`config.mk`:
```
export PLATFORM = sky130hd
export DESIGN_NAME = cpld_image_arbiter
export DESIGN_NICKNAME = d
export VERILOG_FILES = /design/src/rtl/cpld_image_arbiter.sv
export SDC_FILE = /design/constraint.sdc
export NUM_CORES = 1
export LEC_CHECK = 0
export CAP_MARGIN = 20
export CORE_UTILIZATION = 35
export CTS_BUF_LIST = sky130_fd_sc_hd__clkbuf_16
export DETAILED_ROUTE_END_ITERATION = 8
export PLACE_DENSITY = 0.67
export REMOVE_ABC_BUFFERS = 1
export SLEW_MARGIN = 5
export SYNTH_ARGS = -nofsm -noshare
export SYNTH_HDL_FRONTEND = slang
export SYNTH_SLANG_ARGS = --single-unit
```
`constraint.sdc`:
```
create_clock -name Bus2IP_Clk -period 1.9 [get_ports Bus2IP_Clk]
set_input_delay 0.38 -clock Bus2IP_Clk [delete_from_list [all_inputs] [get_ports Bus2IP_Clk]]
set_output_delay 0.38 -clock Bus2IP_Clk [all_outputs]
set_load 0.01 [all_outputs]
```
`src/rtl/cpld_image_arbiter.sv`:
```
// Two-client image arbiter for the CPLD display serializer.
// Grants one update at a time, commits it on a frame boundary (or after a timeout), then holds it for a few frames.
module cpld_image_arbiter #(
  parameter int C_HOLD_FRAMES    = 2,
  parameter int C_TIMEOUT_CYCLES = 1000000
) (
  input  logic        Bus2IP_Clk,
  input  logic        Bus2IP_Resetn,
  input  logic [1:0]  req,
  input  logic [23:0] data0,
  input  logic [23:0] data1,
  input  logic [2:0]  mask0,
  input  logic [2:0]  mask1,
  input  logic        prio_mode,
  input  logic        frame_start,
  input  logic        err_clr,
  output logic [1:0]  ack,
  output logic [23:0] img_out,
  output logic        commit,
  output logic        owner,
  output logic        busy,
  output logic        timeout_err
);

  localparam int TW = (C_TIMEOUT_CYCLES > 1) ? $clog2(C_TIMEOUT_CYCLES) : 1;
  localparam logic [TW-1:0] C_TLAST = TW'(C_TIMEOUT_CYCLES - 1);
  localparam logic [TW-1:0] C_TONE  = TW'(1);
  localparam logic [7:0]    C_HLAST = 8'(C_HOLD_FRAMES - 1);

  localparam logic [1:0] S_IDLE       = 2'd0;
  localparam logic [1:0] S_WAIT_FRAME = 2'd1;
  localparam logic [1:0] S_HOLD       = 2'd2;

  logic [1:0]    r_state;
  logic [1:0]    r_ack;
  logic [23:0]   r_img;
  logic [23:0]   r_pend;
  logic          r_commit;
  logic          r_owner;
  logic          r_winner;
  logic          r_last;
  logic          r_terr;
  logic [TW-1:0] r_tcnt;
  logic [7:0]    r_fcnt;

  logic          w_winner;
  logic [23:0]   w_data;
  logic [2:0]    w_mask;
  logic [23:0]   w_merged;
  logic          w_timeout;

  // A round-robin tie goes to the client that did not win last time.
  always_comb begin
    w_winner = 1'b0;
    case (req)
      2'b10:   w_winner = 1'b1;
      2'b11:   w_winner = prio_mode ? 1'b0 : ~r_last;
      default: w_winner = 1'b0;
    endcase
  end

  assign w_data = w_winner ? data1 : data0;
  assign w_mask = w_winner ? mask1 : mask0;

  always_comb begin
    w_merged = r_img;
    if (w_mask[0]) w_merged[7:0]   = w_data[7:0];
    if (w_mask[1]) w_merged[15:8]  = w_data[15:8];
    if (w_mask[2]) w_merged[23:16] = w_data[23:16];
  end

  assign w_timeout = (r_tcnt == C_TLAST) && !frame_start;

  always_ff @(posedge Bus2IP_Clk or negedge Bus2IP_Resetn) begin
    if (!Bus2IP_Resetn) begin
      r_state  <= S_IDLE;
      r_ack    <= 2'b00;
      r_img    <= 24'd0;
      r_pend   <= 24'd0;
      r_commit <= 1'b0;
      r_owner  <= 1'b0;
      r_winner <= 1'b0;
      r_last   <= 1'b1;
      r_terr   <= 1'b0;
      r_tcnt   <= '0;
      r_fcnt   <= 8'd0;
    end else begin
      r_ack    <= 2'b00;
      r_commit <= 1'b0;
      // A forced commit later in this block overrides a same-cycle clear.
      if (err_clr) r_terr <= 1'b0;
      case (r_state)
        S_IDLE: begin
          if (req != 2'b00) begin
            r_ack    <= w_winner ? 2'b10 : 2'b01;
            r_last   <= w_winner;
            r_winner <= w_winner;
            r_pend   <= w_merged;
            r_tcnt   <= '0;
            r_state  <= S_WAIT_FRAME;
          end
        end
        S_WAIT_FRAME: begin
          if (frame_start || w_timeout) begin
            r_img    <= r_pend;
            r_commit <= 1'b1;
            r_owner  <= r_winner;
            r_fcnt   <= 8'd0;
            r_state  <= S_HOLD;
            if (w_timeout) r_terr <= 1'b1;
          end else begin
            r_tcnt <= r_tcnt + C_TONE;
          end
        end
        S_HOLD: begin
          if (frame_start) begin
            if (r_fcnt == C_HLAST) begin
              r_fcnt  <= 8'd0;
              r_state <= S_IDLE;
            end else begin
              r_fcnt <= r_fcnt + 8'd1;
            end
          end
        end
        default: r_state <= S_IDLE;
      endcase
    end
  end

  assign ack         = r_ack;
  assign img_out     = r_img;
  assign commit      = r_commit;
  assign owner       = r_owner;
  assign timeout_err = r_terr;
  assign busy        = (r_state != S_IDLE);

endmodule

```
Word-level counts from Yosys, hierarchy flattened
Cells that the tools add are included.
{"block": "totals", "out_inout_bits": 30, "inputBits": 61, "regBits": 85, "word_cells": 66}
{"block": "classes", "bitwise": 1, "eq_ne": 11, "reduce_logical": 13, "mux": 28, "n_addsub": 2}
{"op": "8-bit 2-to-1 mux", "n": 6}
{"op": "20-bit 2-to-1 mux", "n": 2}
{"op": "20-bit one-hot mux with 2 select lines", "n": 1}
{"op": "24-bit 2-to-1 mux", "n": 1}
{"op": "20-bit by 1-bit adder with 20-bit output, second input constant", "n": 1}
{"op": "20-bit == test, second input constant", "n": 1}
{"op": "8-bit one-hot mux with 2 select lines", "n": 1}
{"op": "2-bit 2-to-1 mux", "n": 7}
{"op": "2-bit != test, second input constant", "n": 5}
{"op": "8-bit by 1-bit adder with 8-bit output, second input constant", "n": 1}
{"op": "8-bit by 1-bit == test with 1-bit output, second input constant", "n": 1}
{"op": "2-bit nonzero test", "n": 4}
{"op": "1-bit 2-to-1 mux", "n": 7}
{"op": "2-bit == test, second input constant", "n": 3}
{"op": "2-bit one-hot mux with 3 select lines", "n": 1}
{"op": "3-bit AND reduction", "n": 2}
{"op": "2-bit AND reduction", "n": 2}
{"op": "4-bit AND reduction", "n": 1}
{"op": "3-bit 2-to-1 mux", "n": 1}
{"op": "2-bit by 1-bit == test with 1-bit output, second input constant", "n": 1}
{"op": "2-bit logical NOT", "n": 1}
{"op": "1-bit one-hot mux with 2 select lines", "n": 1}
{"op": "1-bit logical AND", "n": 1}
{"op": "1-bit logical NOT", "n": 1}
{"op": "2 further kinds", "n": 2}

Logic depth before layout (Yosys ltp)
Gate-level depths: netlist of run 1.
{"block": "logic_depth", "word_depth": 6, "depth_mapped": 8, "depth_no_buf": 7}

Least setup slack after synthesis of run 1
Ideal clock, no wire load.
{"block": "synth_timing", "kind": "reg2reg", "from": "register r_tcnt[15]", "to": "register r_img[10] (netlist: img_out[10])", "setup_time_ns": 0.125, "synth_period_minus_slack_ns": 1.841, "path_buffers": 2, "slack_ns": 0.059, "arrival_time_ns": 1.716, "required_ns": 1.775, "path_stages_with_launch": 8, "cell_sequence": "dfrtp_1 nor4_4 nand4_4 nor2_2 o21a_1 buf_6 buf_12 mux2_4"}
{"block": "synth_via", "elab_chain_cells": 4}
{"element": "start: declaration", "line_no": "43", "rtl": "logic [TW-1:0] r_tcnt;"}
{"element": "start signal: assignment", "line_no": "112", "rtl": "r_tcnt <= r_tcnt + C_TONE;"}
{"element": "20-bit == test", "line_no": "72", "rtl": "assign w_timeout = (r_tcnt == C_TLAST) && !frame_start;"}
{"element": "1-bit logical AND", "line_no": "72"}
{"element": "1-bit logical OR", "line_no": "104", "rtl": "if (frame_start || w_timeout) begin"}
{"element": "2-bit AND reduction (no line)"}
{"element": "end signal: assignment", "line_no": "105", "rtl": "r_img <= r_pend;"}
{"element": "end: declaration", "line_no": "36", "rtl": "logic [23:0] r_img;"}
No other way between the ends.
A chain may end at the register's enable or synchronous reset.

Worst setup path after layout of run 1
{"block": "layout_timing", "from": "register r_fcnt[1]", "to": "register r_fcnt[7]"}
{"block": "layout_via", "elab_chain_cells": 4, "elab_cells_between_ends": 5, "cone_classes": "add/sub: 1; eq/ne: 1; mux: 3"}
{"element": "start: declaration", "line_no": "44", "rtl": "logic [7:0] r_fcnt;"}
{"element": "start signal: assignment", "line_no": "121", "rtl": "r_fcnt <= r_fcnt + 8'd1;"}
{"element": "8-bit by 1-bit adder with 8-bit output or 8-bit by 1-bit == test with 1-bit output (tied branches)", "line_no": "121, 117"}
{"element": "8-bit 2-to-1 mux *", "line_no": "117", "rtl": "if (r_fcnt == C_HLAST) begin"}
{"element": "8-bit 2-to-1 mux *", "line_no": "116", "rtl": "if (frame_start) begin"}
{"element": "8-bit one-hot mux with 2 select lines *", "line_no": "92", "rtl": "case (r_state)"}
Every way passes the cells marked *; elsewhere a longest branch is shown, timed or not. The select of a mux whose other input is x is not followed.

==> key figures, run 1 <==
Status
  – Status: completed

Global route
  – Initial antenna violation count: 0
  – Pin count of the biggest net entering global routing: 86
  – GRT Util Overall: 16.5%
  – Grt ovf: 0
  – Global-route wire length before repair: 16400 µm
  – Vias in the first global route: 3352

Power
  – Int Pwr: 5390 µW
  – LEAKAGE: about 0.0025 µW
  – Clk network pwr share: 23.5%
  – Seq pwr share: 37.0%
  – Overall power: 7890 µW
  – Worst vdd ir: 0.689 mV
  – Switch Pwr: approximately 2500 µW
  – Switching share of power: 31.7%
  – Comb pwr share: 39.5%
  – Pwr Density: 1330 nW/µm²

Critical path
  – CP Buf/Inv Count: 2
  – Crit path largest cell delay: 0.51 ns
  – CP required: about 2.1 ns
  – Crit path from: r_fcnt[1]
  – CP endpoint kind: flop
  – R2r endpoint: r_fcnt[7]
  – Crit path max-delay cell type: or4b_4
  – Flop-to-flop setup slack: ~0.026 ns
  – Crit path max-delay family: simple AND/OR/NAND/NOR gates
  – Worst-path cell chain: inv_1 > ha_1 > or4b_4 > o41ai_4 > buf_4 > a31oi_1 > o21ai_1 > o31ai_1
  – Max FO, Critical Path: 5
  – Startpoint Class: flop
  – Worst Path Arrival: 2.08 ns
  – Reg2reg path depth: 8
  – Worst r2r src: r_fcnt[1]
  – Critical path class: reg2reg

CTS
  – CTS Hold Bufs: 0
  – Clock Pin Slew Worst Setup and Hold Paths: 0.07 ns
  – Root Buffer Master: clkbuf_16
  – H-tree depth: 3
  – CTS sink count: 85
  – TritonCTS clock tree: built
  – Clk_lat worst skew: 0.34 ns
  – CTS Buf Count: 9
  – Longest Clk Path Bufs: 2

Timing
  – Worst hold slack: 0.0581 ns
  – Minimum clock period: 1.87 ns
  – Final Max Slew Viols: 0
  – Setup-failing EPs final: 0
  – Max Freq: 0.534 GHz
  – Crit share post-route: a little over nine tenths
  – Slew headroom: 68.9%
  – Worst-margin pin slew: 0.467 ns
  – Setup TNS: 0 ns
  – Clk_skew: ~0.0086 ns
  – Hold Fails Final Rpt: 0
  – Setup ws final: 0.0263 ns
  – RSZ-0062 raised after global routing: true

Synthesis
  – Register bit count reported by yosys: 85
  – Mean Syn Cell Area: approximately 11 µm²
  – Mapped Cells: 390
  – Post-synth top flop: dfrtp_1
  – Register area share after synthesis: between 50% and 60%
  – Yosys cell types: 50
  – EDFF count, synth: 0
  – Synthesized area: 4120 µm²
  – Asr flop ratio synth: 100%
  – Ys Warns: 0

Finish
  – Area Overhead vs Synth: 43.6%
  – Layout cell share with drive strength beyond 1: 19.9%
  – Diode count: 0
  – Post-Layout Cell Count: 670
  – Final Net Count: ~590

Routing
  – DR pass1 iterations: 4
  – First-iteration detailed-routing DRC count: 128
  – Post-route DRC: 0
  – WL per Instance: 14.8 µm
  – Total Wirelength: between 9000 and 10000 µm
  – Vias after detailed routing: 3484
  – Routed Antenna Nets: 0
  – Drt via density: 5.20

Placement
  – GP Congestion: 0.823
  – Placement Setup Slack: -0.253 ns
  – Dpl hpwl: 6920 µm
  – Port Buf Inserts: 90
  – Placed insts: 650

Floorplanning
  – Die Wd: 111 µm
  – Initial Util: 36.0%
  – Die Height: 111 µm
  – Core ar.: 11500 µm²
  – Io pins: 91
  – Die Area: 12200 µm²
  – Rows: 39

Worst hold path
  – Worst hold path type: in2async

Flow run
  – Max Cap Viol: 0
[how the worst max path moves through the flow]
stage / end / slack, ns / depth (start not counted)
finish: r_fcnt[7] / 0.03 / 8
global route: r_fcnt[7] / -0.06 / 8
CTS: r_fcnt[6] / -0.008 / 7
detailed placement: r_tcnt[19] / -0.25 / 6
global placement: r_tcnt[19] / -0.21 / 6
floorplan: r_tcnt[14] / -1.07 / 5
[repair_timing]
item / in CTS / in global routing
setup endpoints to repair: 8 / 37
gates cloned: 0 / 1
setup buffers: 2 / 2
pin swaps: 2 / 4
resized for setup: 7 / 5
[cell usage in the layout, fill, tap and decap left out, types with 2 or more instances in the layout]
cell / Yosys / routed
dfrtp_1: 84 / 84
mux2_2: 7 / 7
a21boi_1: 3 / 3
or3_1: 2 / 2
o21ai_0: 18 / 15
buf_4: 0 / 41
nor2b_1: 4 / 4
clkinvlp_4: 0 / 2
inv_1: 5 / 5
clkdlybuf4s50_1: 0 / 87
nor2_1: 49 / 47
a21o_1: 3 / 3
buf_12: 2 / 8
o211ai_1: 3 / 3
o21ai_1: 5 / 7
and3_1: 6 / 6
o31a_1: 1 / 2
nand3_1: 17 / 17
o31ai_1: 6 / 6
bufinv_16: 0 / 2
nand2_1: 39 / 39
ha_1: 3 / 3
mux2_4: 18 / 18
nor4_4: 1 / 2
nor3_2: 2 / 2
a21oi_1: 3 / 3
nand4_1: 7 / 7
nor3_1: 4 / 4
nand2b_1: 5 / 5
xor2_1: 9 / 9
clkbuf_16: 0 / 9
a22oi_1: 24 / 24
nor2_2: 1 / 2
a31oi_1: 25 / 25
[through the flow]
step,utilization (%),cell area (µm²)
4_1_cts,51.2,5870
3_5_place_dp,48.2,5530
6_report,51.6,5920
2_1_floorplan,-,4020
3_3_place_gp,48.2,5530
5_1_grt,51.6,5920
[cell usage after synthesis, types with 3 or more instances]
master	instances	area (µm²)
inv_1	5	18.8
ha_1	3	37.5
and3_1	6	37.5
nand4_1	7	43.8
xor2_1	9	78.8
o211ai_1	3	22.5
a21boi_1	3	22.5
nand2_1	39	146
a31oi_1	25	156
mux2_2	7	78.8
nand3_1	17	85.1
clkbuf_1	12	45.0
mux2_4	18	270
nand2b_1	5	31.3
o31ai_1	6	45.0
dfrtp_1	84	2100
a21oi_1	3	15.0
o21ai_0	18	90.1
a21o_1	3	22.5
o21ai_1	5	25.0
nor3_1	4	20.0
nor2b_1	4	25.0
nor2_1	49	184
a22oi_1	24	180
[sequential cells by signal (all words and copies together), names as in the netlist]
register and flops:
img_out 24, r_pend 24, r_tcnt 20, r_fcnt 8
ack 2, r_state 2, commit 1, owner 1
r_last 1, r_winner 1, timeout_err 1
[power by group through the flow]
stage	Combinational, µW	Clock [µW]	Sequential, µW
floorplan	1470	0	2980
global placement	2980	0	2910
detailed placement	3050	0	2930
CTS	3090	1900	2920
global route	3410	1980	3000
finish	3120	1860	2920
[final cells by class]
cell class	count	area [µm²]
clock inverter	6	87.6
sequential	85	2130
inverter	5	18.8
clock buffer	9	225
fill	1015	5550
tap	143	179
timing repair buffer	138	1360
multi-input combinational	284	1920
[routing by layer]
layer / part of all wire [%] / GRT usage [%] / vias up
li1: - / - / 1683
met1: 48 / 23.5 / 1696
met2: 47 / 25.3 / 93
met3: 3.8 / 2.69 / 12
met4: 1.4 / 6.31 / 0
met5: 0 / 0 / -
[kinds of logic after synthesis]
kind of cell,synth area share (%)
AND/OR/NAND/NOR,18.3
adder cells (fa/ha/maj),0.911
AO/OA/AOI/OAI,15.5
flip-flops,51.6
buffers and inverters,3.03
XOR/XNOR,2.12
multiplexers,8.47
Power figures use the tool's default switching activity.
==> run 2, diff against run 1 <==
--- a/config.mk
+++ b/config.mk
@@ -5,10 +5,10 @@
 export SDC_FILE = /design/constraint.sdc
 export NUM_CORES = 1
 export LEC_CHECK = 0
-export CAP_MARGIN = 20
 export CORE_UTILIZATION = 35
 export CTS_BUF_LIST = sky130_fd_sc_hd__clkbuf_16
 export DETAILED_ROUTE_END_ITERATION = 8
+export GPL_TIMING_DRIVEN = 0
 export PLACE_DENSITY = 0.67
 export REMOVE_ABC_BUFFERS = 1
 export SLEW_MARGIN = 5
==> key figures, run 2 (synthesized netlist as in run 1, its figures left out) <==
Floorplanning
  – Die Height: 111 µm (unchanged)
  – Initial Util: 36.0% (unchanged)
  – Core ar.: 11500 µm² (unchanged)
  – Die Area: 12200 µm² (unchanged)
  – Io pins: 91 (unchanged)
  – Die Wd: 111 µm (unchanged)
  – Rows: 39 (unchanged)

Routing
  – WL per Instance: 15.9 µm (+7.4%)
  – Drt via density: 5.35 (+2.9%)
  – Total Wirelength: 10200 µm (+3.1%)
  – Routed Antenna Nets: 0 (unchanged)
  – First-iteration detailed-routing DRC count: 212 (+66%)
  – Vias after detailed routing: 3442 (-1.2%)
  – Post-route DRC: 0 (unchanged)
  – DR pass1 iterations: 4 (unchanged)

Power
  – Worst vdd ir: 0.622 mV (-9.8%)
  – Pwr Density: 1350 nW/µm² (+1.5%)
  – Overall power: 7890 µW (about the same)
  – LEAKAGE: 0.00241 µW (-3.5%)

Global route
  – Grt ovf: 0 (unchanged)
  – Vias in the first global route: 3396 (+1.3%)
  – Pin count of the biggest net entering global routing: 70 (-19%)
  – GRT Util Overall: 17.1% (+0.55 points)
  – Global-route wire length before repair: 17000 µm (+3.5%)
  – Initial antenna violation count: 0 (unchanged)

Timing
  – Max Freq: 0.522 GHz (-2.1%)
  – Worst hold slack: 0.459 ns (+0.401 ns)
  – Setup-failing EPs final: 3 (+3)
  – Clk_skew: 0.0112 ns (+0.00260 ns)
  – Hold Fails Final Rpt: 0 (unchanged)
  – Slew headroom: 37.4% (-31 points)
  – Setup ws final: -0.0140 ns (-0.0403 ns)
  – RSZ-0062 raised after global routing: true
  – Crit share post-route: 101% (+2.1 points)
  – Worst-margin pin slew: 0.932 ns (+0.465 ns)
  – Minimum clock period: 1.91 ns (+0.0403 ns)
  – Final Max Slew Viols: 0 (unchanged)

Critical path
  – Crit path largest cell delay: 0.43 ns (-0.08 ns)
  – R2r endpoint: img_out[10]
  – Flop-to-flop setup slack: -0.01 ns (-0.04 ns)
  – Startpoint Class: flop
  – CP Buf/Inv Count: 2 (unchanged)
  – Crit path max-delay cell type: dfrtp_2
  – Critical path class: reg2reg
  – Worst r2r src: r_tcnt[11]
  – Worst-path cell chain: nor4_4 > nand4_4 > nor2_4 > o21a_4 > buf_12 > buf_12 > mux2_4
  – Max FO, Critical Path: 7 (+2)
  – Worst Path Arrival: 2.13 ns (+0.05 ns)
  – Reg2reg path depth: 7 (-1)
  – Most common cell on crit path: buf_12
  – Crit path max-delay family: simple AND/OR/NAND/NOR gates
  – CP endpoint kind: flop
  – CP required: 2.12 ns (about the same)

Worst hold path
  – Worst hold path type: in2async

Status
  – Status: complete, but fails checks
  – Failing checks: negative setup slack

Finish
  – Commonest non-fill, non-tap cell in the layout: clkdlybuf4s50_1
  – Area Overhead vs Synth: 41.4%
  – Filler Cell Count: 1006 (-0.89%)
  – Layout cell share with drive strength beyond 1: 18.8% (-1.1 points)
  – Post-Layout Cell Count: 643 (-4.0%)
  – Diode count: 0 (unchanged)
  – Final Net Count: 559 (-4.8%)
  – Final core occ: 50.8% (-0.79 points)
  – Most frequent cells in the layout: 87 x clkdlybuf4s50_1, 82 x dfrtp_1, 42 x nor2_1

CTS
  – TritonCTS clock tree: built
  – Root Buffer Master: clkbuf_16
  – Longest Clk Path Bufs: 2 (unchanged)
  – Clk_lat worst skew: 0.34 ns (about the same)
  – CTS Buf Count: 9 (unchanged)
  – H-tree depth: 3 (unchanged)
  – CTS sink count: 85 (unchanged)
  – Clock Pin Slew Worst Setup and Hold Paths: 0.06 ns (about the same)

Placement
  – Dpl hpwl: 6480 µm (-6.3%)
  – Port Buf Inserts: 90 (unchanged)
  – GP Congestion: 0.794 (-3.5%)
  – Placed insts: 609 (-6.3%)

Flow run
  – Max Cap Viol: 0 (unchanged)
[run 2: worst max path at each step]
stage	to	from	depth (start not counted)
after global placement	img_out[2]	Bus2IP_Resetn	1
final	img_out[10]	r_tcnt[11]	7
after CTS	img_out[23]	r_tcnt[15]	7
after global routing	r_tcnt[14]	r_state[1]	5
after floorplan	r_tcnt[14]	r_state[1]	5
after detailed placement	r_pend[7]	prio_mode	6
[run 2: power breakdown]
group / internal, µW / switching [µW] / leakage (µW)
clock: 1040 / 762 / 0.000146
combinational: 1750 / 1400 / 0.00122
sequential: 2470 / 475 / 0.00104
total: 5260 / 2640 / 0.00241
[run 2: through the flow]
stage	setup WS [ns]	setup TNS (ns)	instance area, µm²
3_5_place_dp	-0.637	-27.21	5180
6_report	-0.0140	-0.0265	5830
5_1_grt	-0.104	-1.34	5830
4_1_cts	-0.0695	-0.645	5700
2_1_floorplan	-1.07	-50.35	4020
3_3_place_gp	-2.63	-350.15	5100
[run 2: routing by layer]
layer  global-route usage, %  up-vias  wire (µm)
li1                        -     1648          -
met1                    22.6     1688       4600
met2                    27.8       99       4970
met3                    3.90        7        554
met4                    5.24        0         88
met5                       0        -          0
[run 2: final cells by class]
class / count / area, µm² / area share [%]
Sequential cell: 85 / 2130 / 36.6
Multi-Input combinational cell: 286 / 2060 / 35.3
Timing Repair Buffer: 108 / 1140 / 19.5
Clock buffer: 9 / 225 / 3.86
Tap cell: 143 / 179 / 3.07
Clock inverter: 7 / 78.8 / 1.35
Inverter: 5 / 18.8 / 0.322
[run 2: worst reg2reg max path, delay by kind of cell, from the launching register on]
family,cells,cell delay (ns)
flip-flops,1,0.43
buffers and inverters,2,0.27
AO/OA/AOI/OAI,1,0.16
multiplexers,1,0.31
AND/OR/NAND/NOR,3,0.63
[run 2: timing repair]
item | in CTS | in global routing
gates resized for setup | 25 | 26
hold buffers | 1 | 0
gates cloned | 3 | 2
endpoints found under the setup margin | 74 | 62
hold endpoints to repair | 16 | 0
pin swaps | 7 | 9
buffers inserted | 8 | 5
==> run 3, diff against run 2 <==
--- a/config.mk
+++ b/config.mk
@@ -9,7 +9,8 @@
 export CTS_BUF_LIST = sky130_fd_sc_hd__clkbuf_16
 export DETAILED_ROUTE_END_ITERATION = 8
 export GPL_TIMING_DRIVEN = 0
-export PLACE_DENSITY = 0.67
+export HOLD_SLACK_MARGIN = 0.02
+export PLACE_DENSITY = 0.72
 export REMOVE_ABC_BUFFERS = 1
 export SLEW_MARGIN = 5
 export SYNTH_ARGS = -nofsm -noshare
==> key figures, run 3 (synthesized netlist as in run 1, its figures left out) <==
Timing
  – Hold Fails Final Rpt: 0 (unchanged)
  – Setup ws final: -0.0436 ns (-0.0296 ns)
  – Clk_skew: 0.00569 ns (-0.00552 ns)
  – Worst-margin pin slew: 0.641 ns (-0.291 ns)
  – Minimum clock period: 1.94 ns (+0.0296 ns)
  – Final Max Slew Viols: 0 (unchanged)
  – Setup-failing EPs final: 25 (+22)
  – Slew headroom: 57.2% (+20 points)
  – RSZ-0062 raised after global routing: true
  – Max Freq: 0.515 GHz (-1.5%)
  – Crit share post-route: 102% (+1.6 points)

Critical path
  – Max FO, Critical Path: 10 (+3)
  – Worst-path cell chain: ha_1 > nand3_2 > nor2_4 > o21a_4 > buf_12 > mux2_2
  – CP endpoint kind: flop
  – R2r endpoint: img_out[3]
  – Worst r2r src: r_tcnt[0]
  – CP required: 2.12 ns (about the same)
  – Reg2reg path depth: 6 (-1)
  – Crit path largest cell delay: 0.39 ns (-0.04 ns)
  – Startpoint Class: flop
  – Crit path max-delay cell type: dfrtp_1
  – Critical path class: reg2reg
  – Flop-to-flop setup slack: -0.04 ns (-0.03 ns)
  – Worst Path Arrival: 2.16 ns (+0.03 ns)

Global route
  – GRT Util Overall: 16.8% (-0.30 points)
  – Pin count of the biggest net entering global routing: 57 (-19%)
  – Initial antenna violation count: 0 (unchanged)
  – Global-route wire length before repair: 16600 µm (-2.0%)
  – Vias in the first global route: 3481 (+2.5%)
  – Grt ovf: 0 (unchanged)

Routing
  – Routed Antenna Nets: 0 (unchanged)
  – Drt via density: 5.39 (+0.67%)
  – WL per Instance: 16.0 µm (+0.40%)
  – Vias after detailed routing: 3449 (+0.20%)
  – Post-route DRC: 0 (unchanged)
  – Total Wirelength: 10200 µm (about the same)
  – DR pass1 iterations: 4 (unchanged)
  – First-iteration detailed-routing DRC count: 187 (-12%)

Floorplanning
  – Die Area: 12200 µm² (unchanged)
  – Die Height: 111 µm (unchanged)
  – Rows: 39 (unchanged)
  – Initial Util: 36.0% (unchanged)
  – Die Wd: 111 µm (unchanged)
  – Core ar.: 11500 µm² (unchanged)
  – Io pins: 91 (unchanged)

Finish
  – Diode count: 0 (unchanged)
  – Final Net Count: 557 (-0.36%)
  – Final core occ: 50.4% (-0.45 points)
  – Area Overhead vs Synth: 40.2%
  – Commonest non-fill, non-tap cell in the layout: clkdlybuf4s50_1
  – Final Cell Area: 5780 µm² (-0.88%)
  – Post-Layout Cell Count: 640 (-0.47%)
  – Filler Cell Count: 1006 (unchanged)
  – Most frequent cells in the layout: 86 x clkdlybuf4s50_1, 82 x dfrtp_1, 41 x nor2_1
  – Layout cell share with drive strength beyond 1: 18.5% (-0.29 points)

CTS
  – Root Buffer Master: clkbuf_16
  – CTS Buf Count: 9 (unchanged)
  – H-tree depth: 3 (unchanged)
  – Clk_lat worst skew: 0.33 ns (about the same)
  – Clock Pin Slew Worst Setup and Hold Paths: 0.06 ns (about the same)
  – CTS sink count: 85 (unchanged)
  – Longest Clk Path Bufs: 2 (unchanged)
  – TritonCTS clock tree: built

Placement
  – Placement Cell Area: 5180 µm² (+0.14%)
  – Dpl hpwl: 6640 µm (+2.5%)
  – Placed insts: 609 (unchanged)
  – GP Congestion: 0.785 (-1.1%)
  – Port Buf Inserts: 90 (unchanged)

Power
  – Pwr Density: 1360 nW/µm² (+0.32%)
  – Worst vdd ir: 0.652 mV (+4.9%)
  – Overall power: 7850 µW (-0.57%)
  – LEAKAGE: 0.00240 µW (-0.39%)

Worst hold path
  – Worst hold path type: in2reg
  – WHS Endpoint: r_state[1]
  – Hold Crit Start: frame_start
  – WHS Path Cells: 3

Status
  – Failing checks: negative setup slack
  – Status: complete, but fails checks

Flow run
  – Max Cap Viol: 0 (unchanged)
run 3: cell types whose count changed in the layout (fill, tap and decap cells not counted), moves of 2 or more:
cell | previous run | this run
buf_12 | 3 | 1
ha_1 | 1 | 3
ha_2 | 2 | 0
mux2_2 | 0 | 5
mux2_4 | 25 | 20
o21ai_1 | 10 | 8
run 3: area by class of cell:
cell class	instances	area (µm²)	area share, %
Sequential cell	85	2130	36.9
Multi-Input combinational cell	285	2020	34.9
Timing Repair Buffer	107	1120	19.4
Clock buffer	9	225	3.90
Tap cell	143	179	3.10
Clock inverter	6	88.8	1.54
Inverter	5	18.8	0.325
run 3: power by group:
| part | internal (µW) | total (µW) | leakage, µW | switching [µW] |
|---|---|---|---|---|
| combinational | 1680 | 3050 | 0.00121 | 1370 |
| clock | 1150 | 1870 | 0.000153 | 719 |
| sequential | 2470 | 2930 | 0.00104 | 464 |
| total | 5290 | 7850 | 0.00240 | 2560 |
run 3: critical path: cells and delay by family (launching register included):
| kind | cells | cell delay, ns |
|---|---|---|
| mux | 1 | 0.34 |
| buf+inv | 1 | 0.16 |
| fa+ha+maj | 1 | 0.26 |
| flops | 1 | 0.39 |
| compound gates | 1 | 0.20 |
| simple gates | 2 | 0.48 |
run 3: worst max-delay path by stage:
stage,startpoint,endpoint,depth (start not counted)
floorplan,r_state[1],r_tcnt[14],5
global placement,Bus2IP_Resetn,r_pend[23],1
detailed placement,req[1],r_tcnt[12],4
CTS,r_tcnt[15],img_out[23],6
global route,r_tcnt[0],img_out[3],6
finish,r_tcnt[0],img_out[3],6
run 3: layer usage:
layer / vias up / track usage (%) / wire length [µm]
met5: - / 0 / 0
met4: 0 / 4.27 / 128
met3: 13 / 5.16 / 530
met2: 95 / 28.9 / 4990
met1: 1712 / 20.3 / 4560
li1: 1629 / - / -
run 3: through the flow:
stage	setup TNS [ns]	hold slack [ns]	setup slack, ns
6_report	-0.429	0.474	-0.0436
5_1_grt	-2.49	0.496	-0.108
4_1_cts	-0.195	0.490	-0.0444
3_5_place_dp	-34.59	0.353	-0.823
3_3_place_gp	-345.61	0.458	-2.60
2_1_floorplan	-50.35	0.0844	-1.07
run 3: repair_timing:
| item | in CTS | in global routing |
|---|---|---|
| resized for setup | 28 | 14 |
| setup buffers | 7 | 5 |
| gates cloned | 1 | 2 |
| hold buffers | 1 | 0 |
| pin swaps | 5 | 6 |
| endpoints found under the setup margin | 73 | 63 |
| endpoints found under the hold margin | 29 | 0 |
